**src/rtl/alu_seq.sv**
```systemverilog
// rtl/alu_seq.sv - execute sequencer driving a combinational ALU from an 8x16 register file
module alu_seq #(
    parameter int DATA_W = 16,
    parameter int NREGS  = 8
) (
    input  logic              clk,
    input  logic              reset_n,
    input  logic              in_valid,
    output logic              in_ready,
    input  logic [DATA_W-1:0] in_instr,
    output logic [DATA_W-1:0] alu_a,
    output logic [DATA_W-1:0] alu_b,
    output logic [2:0]        alu_select,
    output logic              alu_enable,
    input  logic [DATA_W-1:0] alu_out,
    input  logic              alu_carry,
    output logic              done,
    output logic              err,
    output logic              flag_z,
    output logic              flag_c,
    input  logic [2:0]        dbg_addr,
    output logic [DATA_W-1:0] dbg_data
);

    typedef enum logic [1:0] {
        S_IDLE = 2'd0,
        S_READ = 2'd1,
        S_EXEC = 2'd2,
        S_WB   = 2'd3
    } state_t;

    state_t              state_q, state_d;
    logic [DATA_W-1:0]   instr_q, instr_d;
    logic [DATA_W-1:0]   alu_a_q, alu_a_d;
    logic [DATA_W-1:0]   alu_b_q, alu_b_d;
    logic [2:0]          alu_sel_q, alu_sel_d;
    logic                done_q, done_d;
    logic                err_q, err_d;
    logic                flag_z_q, flag_z_d;
    logic                flag_c_q, flag_c_d;
    logic [DATA_W-1:0]   rf_q [NREGS];

    logic                wr_en;
    logic [DATA_W-1:0]   wr_data;

    // Instruction bit 0 is the MSB, so field bit i lives at vector index DATA_W-1-i.
    logic [2:0] op, rd, ra, rb;
    logic [7:0] imm8;
    logic       is_alu, is_ldi;

    assign op     = instr_q[15:13];
    assign rd     = instr_q[12:10];
    assign ra     = instr_q[9:7];
    assign rb     = instr_q[6:4];
    assign imm8   = instr_q[7:0];
    assign is_alu = ~op[2];
    assign is_ldi = (op == 3'b100);

    always_comb begin
        state_d   = state_q;
        instr_d   = instr_q;
        alu_a_d   = alu_a_q;
        alu_b_d   = alu_b_q;
        alu_sel_d = alu_sel_q;
        done_d    = 1'b0;
        err_d     = 1'b0;
        flag_z_d  = flag_z_q;
        flag_c_d  = flag_c_q;
        wr_en     = 1'b0;
        wr_data   = '0;
        case (state_q)
            S_IDLE: begin
                if (in_valid) begin
                    instr_d = in_instr;
                    state_d = S_READ;
                end
            end
            S_READ: begin
                if (is_alu) begin
                    alu_a_d   = rf_q[ra];
                    alu_b_d   = rf_q[rb];
                    alu_sel_d = op;
                end
                state_d = S_EXEC;
            end
            S_EXEC: state_d = S_WB;
            S_WB: begin
                state_d = S_IDLE;
                done_d  = 1'b1;
                if (is_alu) begin
                    wr_en    = 1'b1;
                    wr_data  = alu_out;
                    flag_z_d = (alu_out == '0);
                    if (op == 3'b000) flag_c_d = alu_carry;
                end else if (is_ldi) begin
                    wr_en    = 1'b1;
                    wr_data  = {8'h00, imm8};
                    flag_z_d = (imm8 == 8'h00);
                end else begin
                    err_d = 1'b1;
                end
            end
            default: state_d = S_IDLE;
        endcase
    end

    always_ff @(posedge clk) begin
        if (!reset_n) begin
            state_q   <= S_IDLE;
            instr_q   <= '0;
            alu_a_q   <= '0;
            alu_b_q   <= '0;
            alu_sel_q <= '0;
            done_q    <= 1'b0;
            err_q     <= 1'b0;
            flag_z_q  <= 1'b0;
            flag_c_q  <= 1'b0;
            for (int i = 0; i < NREGS; i++) rf_q[i] <= '0;
        end else begin
            state_q   <= state_d;
            instr_q   <= instr_d;
            alu_a_q   <= alu_a_d;
            alu_b_q   <= alu_b_d;
            alu_sel_q <= alu_sel_d;
            done_q    <= done_d;
            err_q     <= err_d;
            flag_z_q  <= flag_z_d;
            flag_c_q  <= flag_c_d;
            if (wr_en) rf_q[rd] <= wr_data;
        end
    end

    assign in_ready   = (state_q == S_IDLE);
    assign alu_a      = alu_a_q;
    assign alu_b      = alu_b_q;
    assign alu_select = alu_sel_q;
    assign alu_enable = is_alu && ((state_q == S_EXEC) || (state_q == S_WB));
    assign done       = done_q;
    assign err        = err_q;
    assign flag_z     = flag_z_q;
    assign flag_c     = flag_c_q;
    assign dbg_data   = rf_q[dbg_addr];

endmodule

```
**config.mk**
```make
export PLATFORM = sky130hd
export DESIGN_NAME = alu_seq
export DESIGN_NICKNAME = d
export VERILOG_FILES = /design/src/rtl/alu_seq.sv
export SDC_FILE = /design/constraint.sdc
export NUM_CORES = 1
export LEC_CHECK = 0
export ABC_AREA = 0
export ABC_CLOCK_PERIOD_IN_PS = 2100
export CORE_ASPECT_RATIO = 1.4
export CORE_MARGIN = 2
export CORE_UTILIZATION = 54
export CTS_BUF_LIST = sky130_fd_sc_hd__clkbuf_8
export CTS_CLUSTER_DIAMETER = 80
export DETAILED_ROUTE_END_ITERATION = 10
export PLACE_DENSITY = 0.77
export SLEW_MARGIN = 20
export SYNTH_ARGS = -nofsm -noshare
export SYNTH_HDL_FRONTEND = slang
export SYNTH_SLANG_ARGS = --single-unit
```
**constraint.sdc**
```tcl
create_clock -name clk -period 2.1 [get_ports clk]
set_clock_uncertainty 0.05 [all_clocks]
set_input_delay 0.42 -clock clk [delete_from_list [all_inputs] [get_ports clk]]
set_output_delay 0.42 -clock clk [all_outputs]
set_load 0.02 [all_outputs]
```
==> impl_metrics.env, run 1 <==
export IMPL_outcome="complete, but fails checks"
export IMPL_failed_checks="negative setup slack"
export IMPL_ant_nets=0
export IMPL_fill_cells=1121
export IMPL_start_util=0.5476
export IMPL_ys_types=38
export IMPL_seq_area_frac_synth=0.5275
export IMPL_cts_root_buf="clkbuf_8"
export IMPL_synth_largest_area_cell="edfxtp_1"
export IMPL_antenna_cells=0
export IMPL_whs_ps=241.8
export IMPL_synth_main_ff_cell="edfxtp_1"
export IMPL_globalplace_congestion=0.8764
export IMPL_place_area_um2=11480
export IMPL_grt_use_met3=0.05199
export IMPL_slew_viol_final=0
export IMPL_fin_area_um2=12240
export IMPL_area_growth_pct=30.09
export IMPL_synth_edf_count=128
export IMPL_drtIter0Drc=852
export IMPL_slew_headroom=0.6486
export IMPL_portBuffers=94
export IMPL_multi_input_area_um2=4188
export IMPL_cts_tree="built"
export IMPL_layout_cells_non_filler=1182
export IMPL_grt_use_met1=0.3528
export IMPL_drc=0
export IMPL_clkLatencyLatePin_ps=490
export IMPL_maxCapViolCount=0
export IMPL_die_y_um=160.2
export IMPL_cp_required_ps=1630
export IMPL_clkSinkCount=184
export IMPL_finalHoldViolations=0
export IMPL_seq_area_um2=4970
export IMPL_holdCritPathClass="primary input to flip-flop"
export IMPL_synth_cells=716
export IMPL_crit_type="flip-flop to primary output"
export IMPL_rows=57
export IMPL_gr_max_usage_layer="met2"
export IMPL_die_area_um2=18520
export IMPL_setup_violations=16
export IMPL_cts_buffer_depth=2
export IMPL_synth_async_reset_ratio=0
export IMPL_post_route_period_util=1.130
export IMPL_drt_total_wl_um=27880
export IMPL_grt_pass1_vias=7597
export IMPL_grt_overflow_total=0
export IMPL_antenna_found_initial=0
export IMPL_ys_warn_count=0
export IMPL_max_freq_mhz=421.5
export IMPL_ys_top_cells_by_count="nor2_1 (168), edfxtp_1 (128), mux4_2 (96)"
export IMPL_ctsHoldBuffers=0
export IMPL_die_w_um=115.6
export IMPL_dp_hpwl_um=17810
export IMPL_grt_max_degree=43
export IMPL_synth_seq_cells=184
export IMPL_syn_nets=760
export IMPL_fin_ws_ps=-272.5
export IMPL_cp_arrival_ps=1900
export IMPL_rsz0062_at_grt="yes"
export IMPL_synth_xor_area_share=0
export IMPL_htree_num_levels=4
export IMPL_top_level_ports=96
export IMPL_startpoint_type="flip-flop"
export IMPL_path_clk_slew_ps=100
export IMPL_synth_top_family_by_area="multiplexers"
export IMPL_avgSynthCellArea_um2=13.14
export IMPL_fin_nets=977
export IMPL_powerDensity_nw_per_um2=844.3
export IMPL_synth_area_mux_share=0.2543
export IMPL_via_per_inst=6.265
export IMPL_p_leak_uw=0.004432
export IMPL_grt_util_met2=0.5266
export IMPL_track_usage=0.3070
export IMPL_pre_cts_ws_ps=-733.6
export IMPL_dp_cells=1109
export IMPL_firstDrtPassIters=7
export IMPL_setup_tns_ps=-3120
export IMPL_yosys_area_share_simple=0.1125
export IMPL_ir_drop_mv=0.5669
export IMPL_crit_fanout=3
export IMPL_wire_per_inst_um=23.59
export IMPL_synth_fa_ha_area_frac=0.006647
export IMPL_grt_pass1_wl_um=41320
export IMPL_cts_buffers=17
export IMPL_vias=7405
export IMPL_syn_area_um2=9412
export IMPL_core_um2=17190
export IMPL_synth_area_top_cells="edfxtp_1 (41%), mux4_2 (23%), dfxtp_1 (12%)"
export IMPL_drive_above_1_share=0.3668
export IMPL_synth_top_area_frac=0.4084
export IMPL_synth_compound_area_share=0.06421
export IMPL_end_kind="primary output"
export IMPL_tightest_slew_ps=525.9
export IMPL_synth_most_common_cell="nor2_1"
export IMPL_timing_final_crit_period_ps=2373
report_power, final:
part,total [uW],internal [uW],switching [uW]
Sequential,4590,4290,302
Combinational,3540,1680,1860
Clock,2210,841,1370
layout make-up:
| cell class | count | share of cell area |
|---|---|---|
| Timing Repair Buffer | 257 | 0.1981 |
| Multi-Input combinational cell | 470 | 0.3421 |
| Clock inverter | 15 | 0.009811 |
| Sequential cell | 184 | 0.4059 |
| Tap cell | 236 | 0.02412 |
| Clock buffer | 17 | 0.01911 |
| Inverter | 3 | 0.0009198 |
final timing paths:
check / slack [ps] / startpoint / cells past startpoint / end
max: -270 / rf_q[0][10] / 3 / dbg_data[10]
min: 240 / reset_n / 3 / done
max reg2reg: 200 / state_q[0] / 6 / rf_q[0][13]
min reg2reg: 440 / instr_q[0] / 2 / instr_q[0]
routing by layer:
metal	part of all wire	vias up	wire length (um)
li1	-	3132	-
met1	0.33	3592	9272
met2	0.53	547	14670
met3	0.087	134	2427
met4	0.054	0	1506
met5	0	-	0
flip-flops by register name (all words and copies together), names as in the netlist:
name,flops
done,1
flag_c,1
alu_a,16
flag_z,1
err,1
state_q,2
instr_q,16
alu_b,16
rf_q,128
alu_select,2
worst max-delay path, cell delays in order, from the launching register on:
cell,delay [ps]
edfxtp_1,490
mux4_2,500
mux2_4,300
buf_6,140
layout by cell type (no fill, tap or decap), types with 2 or more instances in the layout:
| master | netlist | final |
|---|---|---|
| buf_12 | 0 | 19 |
| nor2b_1 | 6 | 6 |
| a22oi_2 | 7 | 7 |
| mux2_4 | 0 | 16 |
| clkbuf_8 | 0 | 17 |
| nor4_1 | 3 | 3 |
| clkdlybuf4s50_1 | 0 | 73 |
| clkinv_4 | 0 | 4 |
| edfxtp_1 | 128 | 128 |
| dfxtp_2 | 0 | 4 |
| nand4_1 | 2 | 2 |
| inv_6 | 0 | 5 |
| nor2_1 | 168 | 168 |
| o21ai_0 | 33 | 33 |
| dlygate4sd2_1 | 0 | 2 |
| mux4_2 | 96 | 96 |
| inv_1 | 3 | 5 |
| dfxtp_1 | 56 | 52 |
| buf_2 | 22 | 2 |
| a21boi_0 | 16 | 16 |
| nand2b_1 | 3 | 3 |
| buf_4 | 9 | 143 |
| ha_1 | 5 | 4 |
| o22ai_1 | 31 | 31 |
| nand3_2 | 2 | 2 |
| mux2i_1 | 4 | 4 |
| nand2_1 | 59 | 58 |
| buf_6 | 4 | 16 |
| nand2_2 | 3 | 4 |
| and2_1 | 2 | 2 |
| clkinvlp_4 | 0 | 3 |
timing repair:
item	in CTS	in global routing
endpoints found under the hold margin	0	0
setup endpoints to repair	18	18
gates resized for setup	117	4
buffers inserted	23	17
cloned	1	0
metrics by stage:
step | utilization | power, uW
after floorplan | - | 6621
after global placement | 0.6681 | 7956
after detailed placement | 0.6681 | 8063
after CTS | 0.7047 | 10250
after global routing | 0.7123 | 10750
final | 0.7123 | 10340
cells by family after synthesis:
group                    count (synthesis)
AND/OR/NAND/NOR                        255
adder cells (fa/ha/maj)                  5
AO/OA/AOI/OAI                           92
buffers and inverters                   62
other                                    1
multiplexers                           117
flip-flops                             184
(Power assumes the default switching activity.)
==> run 2: changes to the inputs <==
- SETUP_SLACK_MARGIN: not set -> 0.02
==> run 2 against run 1 <==
  * The flow still finishes with violations (negative setup slack)
  * Cell count increased by 0.76%
  * Via count increased by 1.9%
  * Critical path depth is the same
  * Combinational power about the same
  * Sequential cell count stayed put
  * Clock power is 9% higher
  * Fmax grew 2.1%
  * Utilization is 0.63 points higher
  * Sequential power about the same
  * Non-clock buffer count grew 9
  * Critical endpoint is now dbg_data[5]
  * Highest routed layer unchanged
==> impl_metrics.env, run 2 (synthesized netlist as in run 1, its figures left out) <==
export IMPL_max_freq_mhz=430.3
export IMPL_htree_num_levels=4
export IMPL_holdCritPathClass="primary input to flip-flop"
export IMPL_startpoint_type="flip-flop"
export IMPL_post_route_period_util=1.107
export IMPL_place_area_um2=11440
export IMPL_path_clk_slew_ps=100
export IMPL_layout_cells_non_filler=1191
export IMPL_slew_viol_final=0
export IMPL_r2r_start="state_q[0]"
export IMPL_min_to="instr_q[7]"
export IMPL_crit_type="flip-flop to primary output"
export IMPL_track_usage=0.3113
export IMPL_whs_path_depth=2
export IMPL_hp_start="reset_n"
export IMPL_die_w_um=115.6
export IMPL_grt_overflow_total=0
export IMPL_fin_ws_ps=-224.0
export IMPL_p_leak_uw=0.004508
export IMPL_drt_total_wl_um=28190
export IMPL_rsz0062_at_grt="yes"
export IMPL_via_per_inst=6.338
export IMPL_cts_buffer_depth=2
export IMPL_final_common_cell="nor2_1"
export IMPL_finalPower_uw=10540
export IMPL_die_area_um2=18520
export IMPL_antenna_found_initial=0
export IMPL_start_util=0.5476
export IMPL_clkSinkCount=184
export IMPL_crit_fanout=2
export IMPL_fin_area_um2=12350
export IMPL_r2r_end="rf_q[0][12]"
export IMPL_setup_violations=16
export IMPL_slew_headroom=0.6169
export IMPL_wire_per_inst_um=23.67
export IMPL_finalHoldViolations=0
export IMPL_firstDrtPassIters=5
export IMPL_clkLatencyLatePin_ps=490
export IMPL_ir_drop_mv=0.7354
export IMPL_timing_final_crit_period_ps=2324
export IMPL_largest_register_ffs=128
export IMPL_layout_common_cells="nor2_1 (168), buf_4 (154), edfxtp_1 (128)"
export IMPL_cts_tree="built"
export IMPL_maxCapViolCount=0
export IMPL_cp_slowest_cell="mux4_2"
export IMPL_ff2ff_path_depth=6
export IMPL_grt_max_degree=58
export IMPL_r2r_setup_slack_ps=190
export IMPL_vias=7549
export IMPL_globalplace_congestion=0.8525
export IMPL_ant_nets=0
export IMPL_pre_cts_ws_ps=-761.7
export IMPL_grt_pass1_vias=7679
export IMPL_antenna_cells=0
export IMPL_drc=0
export IMPL_dp_cells=1105
export IMPL_rows=57
export IMPL_die_y_um=160.2
export IMPL_core_um2=17190
export IMPL_path_cells="mux4_2 -> mux2_4 -> buf_6"
export IMPL_dp_hpwl_um=18150
export IMPL_drive_above_1_share=0.3759
export IMPL_outcome="complete, but fails checks"
export IMPL_cts_root_buf="clkbuf_8"
export IMPL_cp_arrival_ps=1850
export IMPL_cp_required_ps=1630
export IMPL_regMostFlops="rf_q"
export IMPL_failed_checks="negative setup slack"
export IMPL_grt_pass1_wl_um=41950
export IMPL_drtIter0Drc=933
export IMPL_end_kind="primary output"
export IMPL_ctsHoldBuffers=0
export IMPL_fin_nets=986
export IMPL_top_level_ports=96
export IMPL_powerDensity_nw_per_um2=853.5
export IMPL_max_stage_delay_ps=480
export IMPL_cts_buffers=17
export IMPL_tightest_slew_ps=574.7
export IMPL_area_growth_pct=31.23
export IMPL_portBuffers=94
## run 2: per-stage QoR
| step | hold WS [ps] | utilization | setup TNS [ps] |
|---|---|---|---|
| finish | 186.3 | 0.7186 | -2962 |
| floorplan | 393.2 | - | 0 |
| global route | 189.7 | 0.7186 | -3429 |
| CTS | 164.1 | 0.7084 | -3113 |
| global placement | 405.5 | 0.6654 | -11110 |
| detailed placement | 427.2 | 0.6654 | -11660 |
## run 2: where the power goes
part	internal (uW)	switching [uW]	leakage, uW
clock network	1100	1310	0.000208
registers	4290	312	0.00178
logic	1680	1850	0.00252
total	7060	3480	0.00451
## run 2: repair_timing
item	CTS	global route
buffers inserted	31	22
setup endpoints to repair	18	24
gates resized for setup	120	5
pin swaps	0	1
gates cloned	1	0
## run 2: cell type report
| type | count | area [um^2] |
|---|---|---|
| Tap cell | 236 | 295.3 |
| Sequential cell | 184 | 4970 |
| Clock inverter | 14 | 146.4 |
| Fill cell | 1095 | 4837 |
| Multi-Input combinational cell | 470 | 4205 |
| Clock buffer | 18 | 247.7 |
| Inverter | 3 | 11.26 |
| Timing Repair Buffer | 266 | 2475 |
## run 2: worst max-delay path by stage
stage | start | end | slack, ps | depth (start not counted)
global route | rf_q[2][5] | dbg_data[5] | -250 | 3
floorplan | dbg_addr[0] | dbg_data[0] | 50 | 4
finish | rf_q[2][5] | dbg_data[5] | -220 | 3
detailed placement | dbg_addr[1] | dbg_data[5] | -760 | 5
CTS | rf_q[6][10] | dbg_data[10] | -220 | 3
global placement | dbg_addr[1] | dbg_data[5] | -720 | 5
## run 2: metal layers
layer / vias to the layer above / wire, um / GRT usage
met1: 3647 / 8869 / 0.3411
met4: 0 / 1852 / 0.1955
met5: - / 0 / 0
met2: 569 / 14750 / 0.5444
met3: 175 / 2720 / 0.05882
li1: 3158 / - / -
## run 2: critical path: cells and delay by family, from the launching register on
| family | cells | cell delay [ps] |
|---|---|---|
| mux | 2 | 790 |
| buf+inv | 1 | 140 |
| flops | 1 | 440 |
